<file path="src/rtl/sync_fifo_pkg.sv">
// Shared types for the synchronous FIFO: read-port mode selection.
package sync_fifo_pkg;

  typedef enum logic {
    FIFO_STD  = 1'b0,
    FIFO_FWFT = 1'b1
  } fifo_mode_e;

endpackage

</file>
<file path="src/rtl/sync_fifo_ptr.sv">
// Modulo-DEPTH wrapping pointer with increment enable and synchronous clear.
module sync_fifo_ptr #(
  parameter int unsigned DEPTH = 8,
  parameter int unsigned PW    = $clog2(DEPTH)
) (
  input  logic          clk,
  input  logic          rst_n,
  input  logic          clr,
  input  logic          inc,
  output logic [PW-1:0] ptr
);

  localparam logic [PW-1:0] LAST = PW'(DEPTH - 1);

  logic [PW-1:0] ptr_q;
  logic [PW-1:0] ptr_d;

  // NOTE: every always_comb output gets a default first so no path can infer a latch.
  always_comb begin
    ptr_d = ptr_q;
    if (clr) begin
      ptr_d = '0;
    end else if (inc) begin
      ptr_d = (ptr_q == LAST) ? '0 : ptr_q + PW'(1);
    end
  end

  // NOTE: sequential state uses non-blocking assignments so all flops update from pre-edge values.
  always_ff @(posedge clk) begin
    if (!rst_n) begin
      ptr_q <= '0;
    end else begin
      ptr_q <= ptr_d;
    end
  end

  assign ptr = ptr_q;

endmodule

</file>
<file path="src/rtl/sync_fifo.sv">
// Single-clock FIFO with registered status flags, sticky error flags and
// selectable registered / first-word-fall-through read port.
module sync_fifo
  import sync_fifo_pkg::*;
#(
  parameter int unsigned FIFO_WIDTH    = 8,
  parameter int unsigned FIFO_DEPTH    = 8,
  parameter fifo_mode_e  FIFO_MODE     = FIFO_STD,
  parameter int unsigned AFULL_THRESH  = FIFO_DEPTH - 1,
  parameter int unsigned AEMPTY_THRESH = 1,
  localparam int unsigned CW           = $clog2(FIFO_DEPTH + 1)
) (
  input  logic                  fifo_clk,
  input  logic                  fifo_rst_n,
  input  logic                  fifo_flush,
  input  logic                  fifo_wen,
  input  logic [FIFO_WIDTH-1:0] fifo_wdata,
  input  logic                  fifo_ren,
  output logic [FIFO_WIDTH-1:0] fifo_rdata,
  output logic                  fifo_rvalid,
  output logic                  fifo_full,
  output logic                  fifo_empty,
  output logic                  fifo_afull,
  output logic                  fifo_aempty,
  output logic [CW-1:0]         fifo_count,
  output logic                  fifo_overflow,
  output logic                  fifo_underflow,
  input  logic                  fifo_err_clr
);

  localparam int unsigned AW = $clog2(FIFO_DEPTH);

  localparam logic [CW-1:0] DEPTH_C  = CW'(FIFO_DEPTH);
  localparam logic [CW-1:0] AFULL_C  = CW'(AFULL_THRESH);
  localparam logic [CW-1:0] AEMPTY_C = CW'(AEMPTY_THRESH);

  if (FIFO_DEPTH < 2) begin : g_chk_depth
    $error("sync_fifo: FIFO_DEPTH must be at least 2");
  end
  if (AFULL_THRESH > FIFO_DEPTH) begin : g_chk_afull
    $error("sync_fifo: AFULL_THRESH must not exceed FIFO_DEPTH");
  end
  if (AEMPTY_THRESH >= FIFO_DEPTH) begin : g_chk_aempty
    $error("sync_fifo: AEMPTY_THRESH must be below FIFO_DEPTH");
  end

  logic [FIFO_WIDTH-1:0] mem_q [FIFO_DEPTH];
  logic [AW-1:0]         rd_ptr;
  logic [AW-1:0]         wr_ptr;

  logic [CW-1:0] count_q, count_d;
  logic          full_q, full_d;
  logic          empty_q, empty_d;
  logic          afull_q, afull_d;
  logic          aempty_q, aempty_d;
  logic          ovf_q, ovf_d;
  logic          udf_q, udf_d;

  logic rd_acc, wr_acc, rd_en, wr_en, ovf_ev, udf_ev;

  assign rd_acc = fifo_ren && !empty_q;
  assign wr_acc = fifo_wen && (!full_q || rd_acc);
  // Flush outranks traffic: accepted requests are suppressed, not queued.
  assign rd_en  = rd_acc && !fifo_flush;
  assign wr_en  = wr_acc && !fifo_flush;
  assign ovf_ev = fifo_wen && full_q && !rd_acc && !fifo_flush;
  assign udf_ev = fifo_ren && empty_q && !fifo_flush;

  sync_fifo_ptr #(.DEPTH(FIFO_DEPTH), .PW(AW)) u_rd_ptr (
    .clk  (fifo_clk),
    .rst_n(fifo_rst_n),
    .clr  (fifo_flush),
    .inc  (rd_en),
    .ptr  (rd_ptr)
  );

  sync_fifo_ptr #(.DEPTH(FIFO_DEPTH), .PW(AW)) u_wr_ptr (
    .clk  (fifo_clk),
    .rst_n(fifo_rst_n),
    .clr  (fifo_flush),
    .inc  (wr_en),
    .ptr  (wr_ptr)
  );

  // Flags come from the next count so they line up with fifo_count.
  always_comb begin
    count_d = count_q;
    if (fifo_flush) begin
      count_d = '0;
    end else if (wr_en && !rd_en) begin
      count_d = count_q + CW'(1);
    end else if (rd_en && !wr_en) begin
      count_d = count_q - CW'(1);
    end
    full_d   = (count_d == DEPTH_C);
    empty_d  = (count_d == '0);
    afull_d  = (count_d >= AFULL_C);
    aempty_d = (count_d <= AEMPTY_C);
    ovf_d    = ovf_ev || (ovf_q && !fifo_err_clr);
    udf_d    = udf_ev || (udf_q && !fifo_err_clr);
  end

  always_ff @(posedge fifo_clk) begin
    if (!fifo_rst_n) begin
      count_q  <= '0;
      full_q   <= 1'b0;
      empty_q  <= 1'b1;
      afull_q  <= (AFULL_THRESH == 0);
      aempty_q <= 1'b1;
      ovf_q    <= 1'b0;
      udf_q    <= 1'b0;
    end else begin
      count_q  <= count_d;
      full_q   <= full_d;
      empty_q  <= empty_d;
      afull_q  <= afull_d;
      aempty_q <= aempty_d;
      ovf_q    <= ovf_d;
      udf_q    <= udf_d;
    end
  end

  // NOTE: the storage array has no reset; pointers and count define what is
  // visible, so stale entries can never reach the read port.
  always_ff @(posedge fifo_clk) begin
    if (fifo_rst_n && wr_en) begin
      mem_q[wr_ptr] <= fifo_wdata;
    end
  end

  if (FIFO_MODE == FIFO_STD) begin : g_std
    logic [FIFO_WIDTH-1:0] rdata_q, rdata_d;
    logic                  rvalid_q, rvalid_d;

    always_comb begin
      rdata_d  = rdata_q;
      rvalid_d = 1'b0;
      if (rd_en) begin
        rdata_d  = mem_q[rd_ptr];
        rvalid_d = 1'b1;
      end
    end

    always_ff @(posedge fifo_clk) begin
      if (!fifo_rst_n) begin
        rdata_q  <= '0;
        rvalid_q <= 1'b0;
      end else begin
        rdata_q  <= rdata_d;
        rvalid_q <= rvalid_d;
      end
    end

    assign fifo_rdata  = rdata_q;
    assign fifo_rvalid = rvalid_q;
  end else begin : g_fwft
    // Head is shown directly; an empty FIFO presents zero rather than stale data.
    assign fifo_rdata  = empty_q ? '0 : mem_q[rd_ptr];
    assign fifo_rvalid = !empty_q;
  end

  assign fifo_full      = full_q;
  assign fifo_empty     = empty_q;
  assign fifo_afull     = afull_q;
  assign fifo_aempty    = aempty_q;
  assign fifo_count     = count_q;
  assign fifo_overflow  = ovf_q;
  assign fifo_underflow = udf_q;

endmodule

</file>
<file path="config.mk">
export PLATFORM = sky130hd
export DESIGN_NAME = sync_fifo
export DESIGN_NICKNAME = d
export VERILOG_FILES = /design/src/rtl/sync_fifo_pkg.sv /design/src/rtl/sync_fifo_ptr.sv /design/src/rtl/sync_fifo.sv
export SDC_FILE = /design/constraint.sdc
export NUM_CORES = 1
export LEC_CHECK = 0
export CAP_MARGIN = 0
export CORE_ASPECT_RATIO = 1.1
export CORE_UTILIZATION = 45
export CTS_CLUSTER_SIZE = 20
export DETAILED_ROUTE_END_ITERATION = 10
export PLACE_DENSITY = 0.73
export SYNTH_ARGS = -nofsm -noshare
export SYNTH_HDL_FRONTEND = slang
export SYNTH_SLANG_ARGS = --single-unit
</file>
<file path="constraint.sdc">
create_clock -name fifo_clk -period 2 [get_ports fifo_clk]
set_clock_uncertainty 0.15 [all_clocks]
set_input_delay 0.3 -clock fifo_clk [delete_from_list [all_inputs] [get_ports fifo_clk]]
set_output_delay 0.3 -clock fifo_clk [all_outputs]
set_load 0.05 [all_outputs]
</file>
==> results.ini, run 1 <==
[outcome]
status=finished, final reports clean

[finish]
layout_common_cells=edfxtp_1 (64), buf_4 (23), dfxtp_1 (22), clkdlybuf4s50_1 (21), mux4_2 (16)
syn2layout_area_growth_pct=27.3
layout_commonest_cell=edfxtp_1
n_antenna_cell=0
layout-drive-gt1-share=0.287
nNetsFinal=294
final_util=0.598

[pwr]
max-vdd-ir-drop_mv=0.507
p_leak_nw=1.60
powerDensity_nw_per_um2=759
p_total_mw=3.41

[setup_path]
worst-setup-path-type=reg2out
path_buf_inv=1
path_max_fanout=2
critPathSlowestCell=clkdlybuf4s50_1
worstPathRequired_ns=1.55
cp_top_family=buffers and inverters
crit_path_end=fifo_rdata[4]
cp_data_arrival_time_ns=1.49
timing.rr.end=fifo_afull
reg2regPathDepth=7
critical_path_depth=1
reg2reg_setup_slack_ns=0.11
crit_path_max_incr_delay_ns=0.80
path_cells=clkdlybuf4s50_1
start_kind=flip-flop
reg2reg_from=fifo_count[1]
worstSetupStartpoint=fifo_rdata[4]
cp-end-kind=output pin

[routing]
num_vias=1985
viasPerCell=5.17
ant_nets=0
drc_errors=0
wl_per_cell_um=16.6
met3_length_um=232
drtIter0Drc=110
routed_wl_um=6380
first_pass_iters=4
wl_met1_um=3020
top_layer=met4
wl_met2_um=3070

[sta]
period_share=0.968
setup_viol=0
tightest_slew_ns=0.500
fin_crit_ns=1.94
max_slew_margin=0.666
rsz0062_at_grt=yes
maxSlewViolCount=0
fin_setup_tns_ns=0
hold_viol_final=0
fmax_mhz=516
fin_ws_ns=0.0635
whs_ns=0.389

[floorplanning]
die_h_um=94.9
ios=33
core-area_sq_um=7510
rows=33
die_x_um=86.4
initial_core_util=0.470
dieArea_sq_um=8200

[global_route]
grt_pass1_wl_um=10200
grt_max_degree=20
antenna_found_initial=0
grt.total_usage=0.175
grt_overflow=0
grt_pass1_vias=2000

[place]
gp_congestion=0.742
port-buffer-count=32
dpl.hpwl_um=4460
dpl_worst_slack_ns=-0.282

[clocking]
clk_pin_slew_ns=0.09
cts_tree=yes
worstSkewPairLatency_ns=0.35
cts_buffers=9
cts_hold_buffers=0
htreeDepth=3
clk_path_buf_depth=2
clock-root-buffer=clkbuf_8
cts.sinks=89

[synthesis]
syn-num-nets=233
synth_top_family_by_area=multiplexers
yosys.cell_types.count=36
synthSimpleGateAreaFrac=0.0695
synth_compound_area_frac=0.0521
synthAdderAreaFrac=0.0213
synth_seq_cells=89
synthCells=213
synth_ff_type=edfxtp_1
synth.avg_cell_area_sq_um=16.6
async_reset_ff_frac=0
synthesis.area_sq_um=3530
synth_edf_count=64
synth-xor-area-share=0.00957
ys_warn_count=0
synth-seq-area-share=0.687
synthMuxAreaShare=0.145

[worst_hold_path]
hold_class=reg2reg

[flow_run]
maxCapViolations=0

-- registers in the layout, indices dropped and copies added, names as in the netlist --
name,count
fifo_aempty,1
fifo_afull,1
fifo_count,4
fifo_empty,1
fifo_full,1
fifo_overflow,1
fifo_rdata,8
fifo_rvalid,1
fifo_underflow,1
mem_q,64
u_rd_ptr.ptr,3
u_wr_ptr.ptr,3
-- cell families (layout without fill, tap and decap cells) --
| group | count (synthesis) | in the layout |
|---|---|---|
| simple gates | 43 | 43 |
| buf+inv | 13 | 79 |
| xor+xnor | 3 | 3 |
| flops | 89 | 89 |
| compound gates | 28 | 28 |
| fa+ha+maj | 6 | 6 |
| mux | 31 | 31 |
-- per-layer routing --
metal	track usage	vias to the layer above
li1	-	948
met5	0	-
met1	0.237	988
met4	0.0833	0
met2	0.272	44
met3	0.0367	5
-- final cells by class --
type / count / area (sq um)
multi-input combinational: 111 / 1140
fill: 598 / 3020
sequential: 89 / 2430
timing repair buffer: 58 / 577
inverter: 5 / 18.8
tap: 105 / 131
clock inverter: 7 / 72.6
clock buffer: 9 / 124
-- cells in the mapped netlist (3+ instances only) --
library cell   n  area, sq um
mux4_2        16          360
nor3_1         3         15.0
mux2i_1       14          140
edfxtp_1      64         1920
buf_2          3         15.0
dfxtp_1       25          500
ha_1           6         75.1
and2_1         6         37.5
a21oi_1       11         55.1
nand2b_1       5         31.3
nor2b_1        3         18.8
inv_1          5         18.8
clkbuf_1       3         11.3
nor2_1        12         45.0
o21ai_0        9         45.0
-- stage by stage --
| stage | std cells | instance area, sq um |
|---|---|---|
| CTS | 384 | 4480 |
| finish | 384 | 4490 |
| global route | 384 | 4490 |
| detailed placement | 368 | 4290 |
| floorplan | 213 | 3630 |
| global placement | 368 | 4290 |
-- power by group --
part           internal [mW]  switching, mW  total (mW)
Clock                  0.487          0.686        1.17
Combinational          0.105          0.129       0.234
Sequential              1.99         0.0119        2.00
-- how the worst min path moves through the flow --
stage	cells past startpoint	slack, ns	startpoint	end
floorplan	0	0.25	fifo_wdata[0]	mem_q[0][0]
global placement	2	0.36	fifo_underflow	fifo_underflow
detailed placement	2	0.38	fifo_rdata[6]	fifo_rdata[6]
CTS	2	0.39	fifo_rdata[3]	fifo_rdata[3]
global route	2	0.42	fifo_rdata[6]	fifo_rdata[6]
finish	2	0.39	fifo_rdata[1]	fifo_rdata[1]
-- what timing repair did --
action,4_1_cts,5_1_grt
setup endpoints to repair,5,6
buffers inserted,0,0
pin swaps,0,0
gates cloned,0,0
resized for setup,5,5
Note: power is estimated with default switching activity, not from simulation.
==> run 2, diff against run 1 <==
--- a/config.mk
+++ b/config.mk
@@ -7,6 +7,7 @@
 export LEC_CHECK = 0
 export CAP_MARGIN = 0
 export CORE_ASPECT_RATIO = 1.1
+export CORE_MARGIN = 2
 export CORE_UTILIZATION = 45
 export CTS_CLUSTER_SIZE = 20
 export DETAILED_ROUTE_END_ITERATION = 10
==> results.ini, run 2 (same netlist as run 1, synthesis figures left out) <==
[floorplanning]
ios=33
die_x_um=88.4
initial_core_util=0.470
dieArea_sq_um=8570
rows=33
die_h_um=96.9
core-area_sq_um=7510

[global_route]
antenna_found_initial=0
grt.total_usage=0.160
grt_pass1_vias=1966
grt_max_degree=20
grt_overflow=0
grt_pass1_wl_um=9850

[finish]
top_register=mem_q
largest_reg_flops=64
layout.cells.non_filler=384
syn2layout_area_growth_pct=27.1
layout_common_cells=edfxtp_1 (64), clkdlybuf4s50_1 (23), buf_4 (23), dfxtp_1 (22), mux4_2 (16)
final_util=0.597
nNetsFinal=294
fill_cells=591
layout-drive-gt1-share=0.280
layout_commonest_cell=edfxtp_1
n_antenna_cell=0

[pwr]
p_leak_nw=1.59
powerDensity_nw_per_um2=745
max-vdd-ir-drop_mv=0.419
p_total_mw=3.34

[setup_path]
crit_path_max_incr_delay_ns=0.80
worstPathRequired_ns=1.55
cp_data_arrival_time_ns=1.49
cp-end-kind=output pin
path_buf_inv=1
start_kind=flip-flop
worst-setup-path-type=reg2out
critPathSlowestCell=clkdlybuf4s50_1
cp_top_family=buffers and inverters
path_max_fanout=2
path_cells=clkdlybuf4s50_1

[clocking]
cts_tree=yes
cts_hold_buffers=0
cts.sinks=89
htreeDepth=3
clock-root-buffer=clkbuf_8
clk_path_buf_depth=2
clk_pin_slew_ns=0.09
worstSkewPairLatency_ns=0.35
cts_buffers=9

[place]
gp_congestion=0.766
dpl.hpwl_um=4360
dpl.cell_count=367
port-buffer-count=32

[sta]
period_share=0.972
fin_crit_ns=1.94
tightest_slew_ns=0.504
fmax_mhz=514
maxSlewViolCount=0
whs_ns=0.374
setup_viol=0
fin_setup_tns_ns=0
max_slew_margin=0.663
hold_viol_final=0

[routing]
drtIter0Drc=85
num_vias=1932
ant_nets=0
drc_errors=0
viasPerCell=5.03
routed_wl_um=6340
wl_per_cell_um=16.5
first_pass_iters=4

[flow_run]
maxCapViolations=0

[worst_hold_path]
hold_class=reg2reg

[outcome]
status=finished, final reports clean

-- run 2: changes by cell type in the layout (fill, tap and decap cells not counted), moves of 2 or more --
cell / delta
dlygate4sd2_1: -4
clkdlybuf4s50_1: +2
clkinv_4: -2
inv_6: +2
-- run 2: where the power goes --
group	leakage (nW)	internal, mW	switching (mW)	total, mW
Combinational	0.718	0.109	0.129	0.237
Sequential	0.780	1.99	0.0115	2.00
Clock	0.0872	0.469	0.631	1.10
-- run 2: area by class of cell --
| type | instances | area [sq um] | share of cell area |
|---|---|---|---|
| clock buffer | 10 | 128 | 0.0285 |
| inverter | 5 | 18.8 | 0.00419 |
| tap | 105 | 131 | 0.0293 |
| sequential | 89 | 2430 | 0.542 |
| timing repair buffer | 58 | 594 | 0.133 |
| clock inverter | 6 | 48.8 | 0.0109 |
| multi-input combinational | 111 | 1130 | 0.253 |
-- run 2: what timing repair did --
action,4_1_cts,5_1_grt
gates resized for setup,1,5
buffers inserted,0,1
setup endpoints to repair,1,13
-- run 2: path summary, 6_finish.rpt --
path	slack, ns	endpoint	from	cells past startpoint
min reg2reg	0.37	fifo_overflow	fifo_overflow	2
max reg2reg	0.17	fifo_afull	fifo_count[0]	7
max	0.06	fifo_overflow	fifo_overflow	1
min	0.37	fifo_overflow	fifo_overflow	2
-- run 2: per-layer routing --
layer / GRT usage / vias up / wire [um]
met5: 0 / - / 0
met2: 0.249 / 38 / 3170
met3: 0.0461 / 7 / 231
li1: - / 944 / -
met4: 0.0524 / 0 / 68
met1: 0.216 / 943 / 2870
-- run 2: through the flow --
| step | cell area, sq um | setup slack, ns |
|---|---|---|
| 5_1_grt | 4480 | -0.00573 |
| 3_3_place_gp | 4290 | -0.284 |
| 2_1_floorplan | 3630 | -0.0642 |
| 6_report | 4480 | 0.0559 |
| 4_1_cts | 4460 | 0.00614 |
| 3_5_place_dp | 4290 | -0.279 |
==> run 3, diff against run 2 <==
--- a/config.mk
+++ b/config.mk
@@ -9,7 +9,7 @@
 export CORE_ASPECT_RATIO = 1.1
 export CORE_MARGIN = 2
 export CORE_UTILIZATION = 45
-export CTS_CLUSTER_SIZE = 20
+export CTS_CLUSTER_SIZE = 28
 export DETAILED_ROUTE_END_ITERATION = 10
 export PLACE_DENSITY = 0.73
 export SYNTH_ARGS = -nofsm -noshare
==> results of run 3 <==
Final layout, timing and power as in run 2 (identical DEF).
==> variant (config.mk and constraints of run 2) <==
Register the output `fifo_overflow` once more, with the module's reset; this adds one clock of latency there. The other outputs are not delayed to match.
--- a/src/rtl/sync_fifo.sv
+++ b/src/rtl/sync_fifo.sv
@@ -164,7 +164,13 @@
   assign fifo_afull     = afull_q;
   assign fifo_aempty    = aempty_q;
   assign fifo_count     = count_q;
-  assign fifo_overflow  = ovf_q;
+  always_ff @(posedge fifo_clk) begin
+    if (!fifo_rst_n) begin
+      fifo_overflow <= '0;
+    end else begin
+      fifo_overflow <= ovf_q;
+    end
+  end
   assign fifo_underflow = udf_q;
 
 endmodule
Check against the original RTL: not equivalent (a bounded check fails within 10 cycles, from zero or initial values and one cycle with fifo_rst_n low).
==> variant against run 2 <==
Synthesized area increased by 1.1%. Setup slack improved by 0.016 ns. Routed wire length grew 7.6%. Cell area is 2.3% higher. Sequential cell count up 1. Non-clock buffer count rose by 6. Power up 6.5%. Critical endpoint is now fifo_rdata[4].
==> variant: results (changes against run 2) <==
Setup path
  – Worst Setup SP: fifo_rdata[4]
  – R2R Setup Slk: 0.10 ns (-0.07 ns)
  – Worst stage delay on the critical path: 0.80 ns (about the same)
  – R2R Path End: mem_q[6][5]
  – Critical Path End: fifo_rdata[4]
  – Reg2reg start: fifo_empty

Final layout
  – Fin nets: 307 (+4.4%)
  – Layout cell share with drive strength beyond 1: 28.4% (+0.47 points)
  – Biggest register: mem_q
  – Fillers: 605 (+2.4%)

Worst hold path
  – Hold Crit Start: fifo_wen
  – Hold depth: 3 (+1)
  – WHS Endpoint: ovf_q
  – Tightest Hold Check Type: in2reg

Synth
  – Share of flip-flops with an asynchronous set or reset: 0% (unchanged)
  – Ranking of synthesized cells by area: edfxtp_1 54%, dfxtp_1 15%, mux4_2 10%
  – Netlist cell types: 42 (+17%)
  – Portion of netlist area occupied by mux cells: 13.2% (-1.3 points)
  – Post-synth EDFFs: 64 (unchanged)
  – Post-synthesis compound-gate area fraction: 5.58% (+0.36 points)
  – Seq/Total Area, Yosys: 68.5% (-0.19 points)
  – Synth top cells by count: 64 x edfxtp_1, 26 x dfxtp_1, 16 x mux4_2
  – Syn nets: 245 (+5.2%)
  – Post-synthesis xor/xnor area fraction: 0.491% (-0.47 points)
  – Synth Area in Adders: 2.10% (-0.023 points)

Timing
  – Hold Vio Cnt, Final: 0 (unchanged)
  – Slew at the pin closest to its max-slew limit: 0.512 ns (+0.00759 ns)
  – Final worst setup slack: 0.0716 ns (+0.0157 ns)

Pwr
  – Leak Pwr: 1.66 nW (+5.0%)
  – Maximum vdd ir drop: 0.398 mV (-5.0%)

Placed design
  – Pre-CTS setup slack: -0.337 ns (-0.0582 ns)
  – Gpl congestion: 0.859 (+12%)
  – Post-detail-place hpwl: 4600 µm (+5.4%)

Global routing
  – GRT Total Usage: 17.1% (+1.1 points)
  – First-pass GRT wire length: 10800 µm (+9.9%)
  – Number of global-route vias before repair: 2106 (+7.1%)
  – Initial antenna violation count: 0 (unchanged)

Clock tree
  – Clock Tree Root: clkbuf_8
  – Clk slew on worst S/H paths: 0.09 ns (about the same)
  – TritonCTS buffer count: 9 (unchanged)

Routing
  – DR iter-0 viols: 104 (+22%)
  – WL final: 6820 µm (+7.6%)
  – Via Count: 2150 (+11%)
  – Pre-antenna DRT Iters: 5 (+1)

Status
  – Outcome: finished, final reports clean
variant: changes by cell type in the layout (fill, tap and decap cells not counted), sizes merged, moves of 3 or more:
cell / before / now
dlymetal6s2s: 5 / 8
mux2i: 14 / 11
and2: 6 / 1
nor3: 3 / 6
clkdlybuf4s50: 23 / 19
buf: 29 / 34
nand2: 2 / 8
variant: cell type report:
cell class                      instances  share of cell area (%)
Clock inverter                          6                    1.58
Tap cell                              108                    2.95
Sequential cell                        90                    53.4
Multi-Input combinational cell        118                    24.6
Inverter                                4                   0.327
Timing Repair Buffer                   64                    14.4
Clock buffer                           10                    2.78
variant: through the flow:
step | instances | hold WS, ns | utilization, % | instance area, µm²
finish | 400 | 0.233 | 58.9 | 4590
CTS | 397 | 0.307 | 58.4 | 4540
floorplan | 225 | 0.249 | - | 3670
global placement | 381 | 0.279 | 55.8 | 4350
global route | 400 | 0.232 | 58.9 | 4590
detailed placement | 381 | 0.293 | 55.8 | 4350
variant: where the power goes:
group | switching, mW | internal (mW) | leakage, nW
Clock | 0.643 | 0.594 | 0.0979
Combinational | 0.163 | 0.128 | 0.777
Sequential | 0.0161 | 2.02 | 0.789
variant: worst reg2reg max path: cells and delay by family (launching register included):
kind / cells / cell delay (ns)
buffers and inverters: 2 / 0.37
and+or+nand+nor: 5 / 0.72
DFF: 1 / 0.37
variant: timing repair:
item / CTS / global route
pin swaps: 0 / 4
endpoints found under the setup margin: 3 / 14
buffers inserted: 0 / 3
gates resized for setup: 3 / 9
variant: routing by layer:
metal  routed length [µm]  vias to the layer above  track usage (%)
met5                    0                        -                0
met4                   95                        0             6.88
met3                  282                        7             3.57
met2                 3460                       66             26.7
met1                 2980                     1080             23.4
li1                     -                      997                -
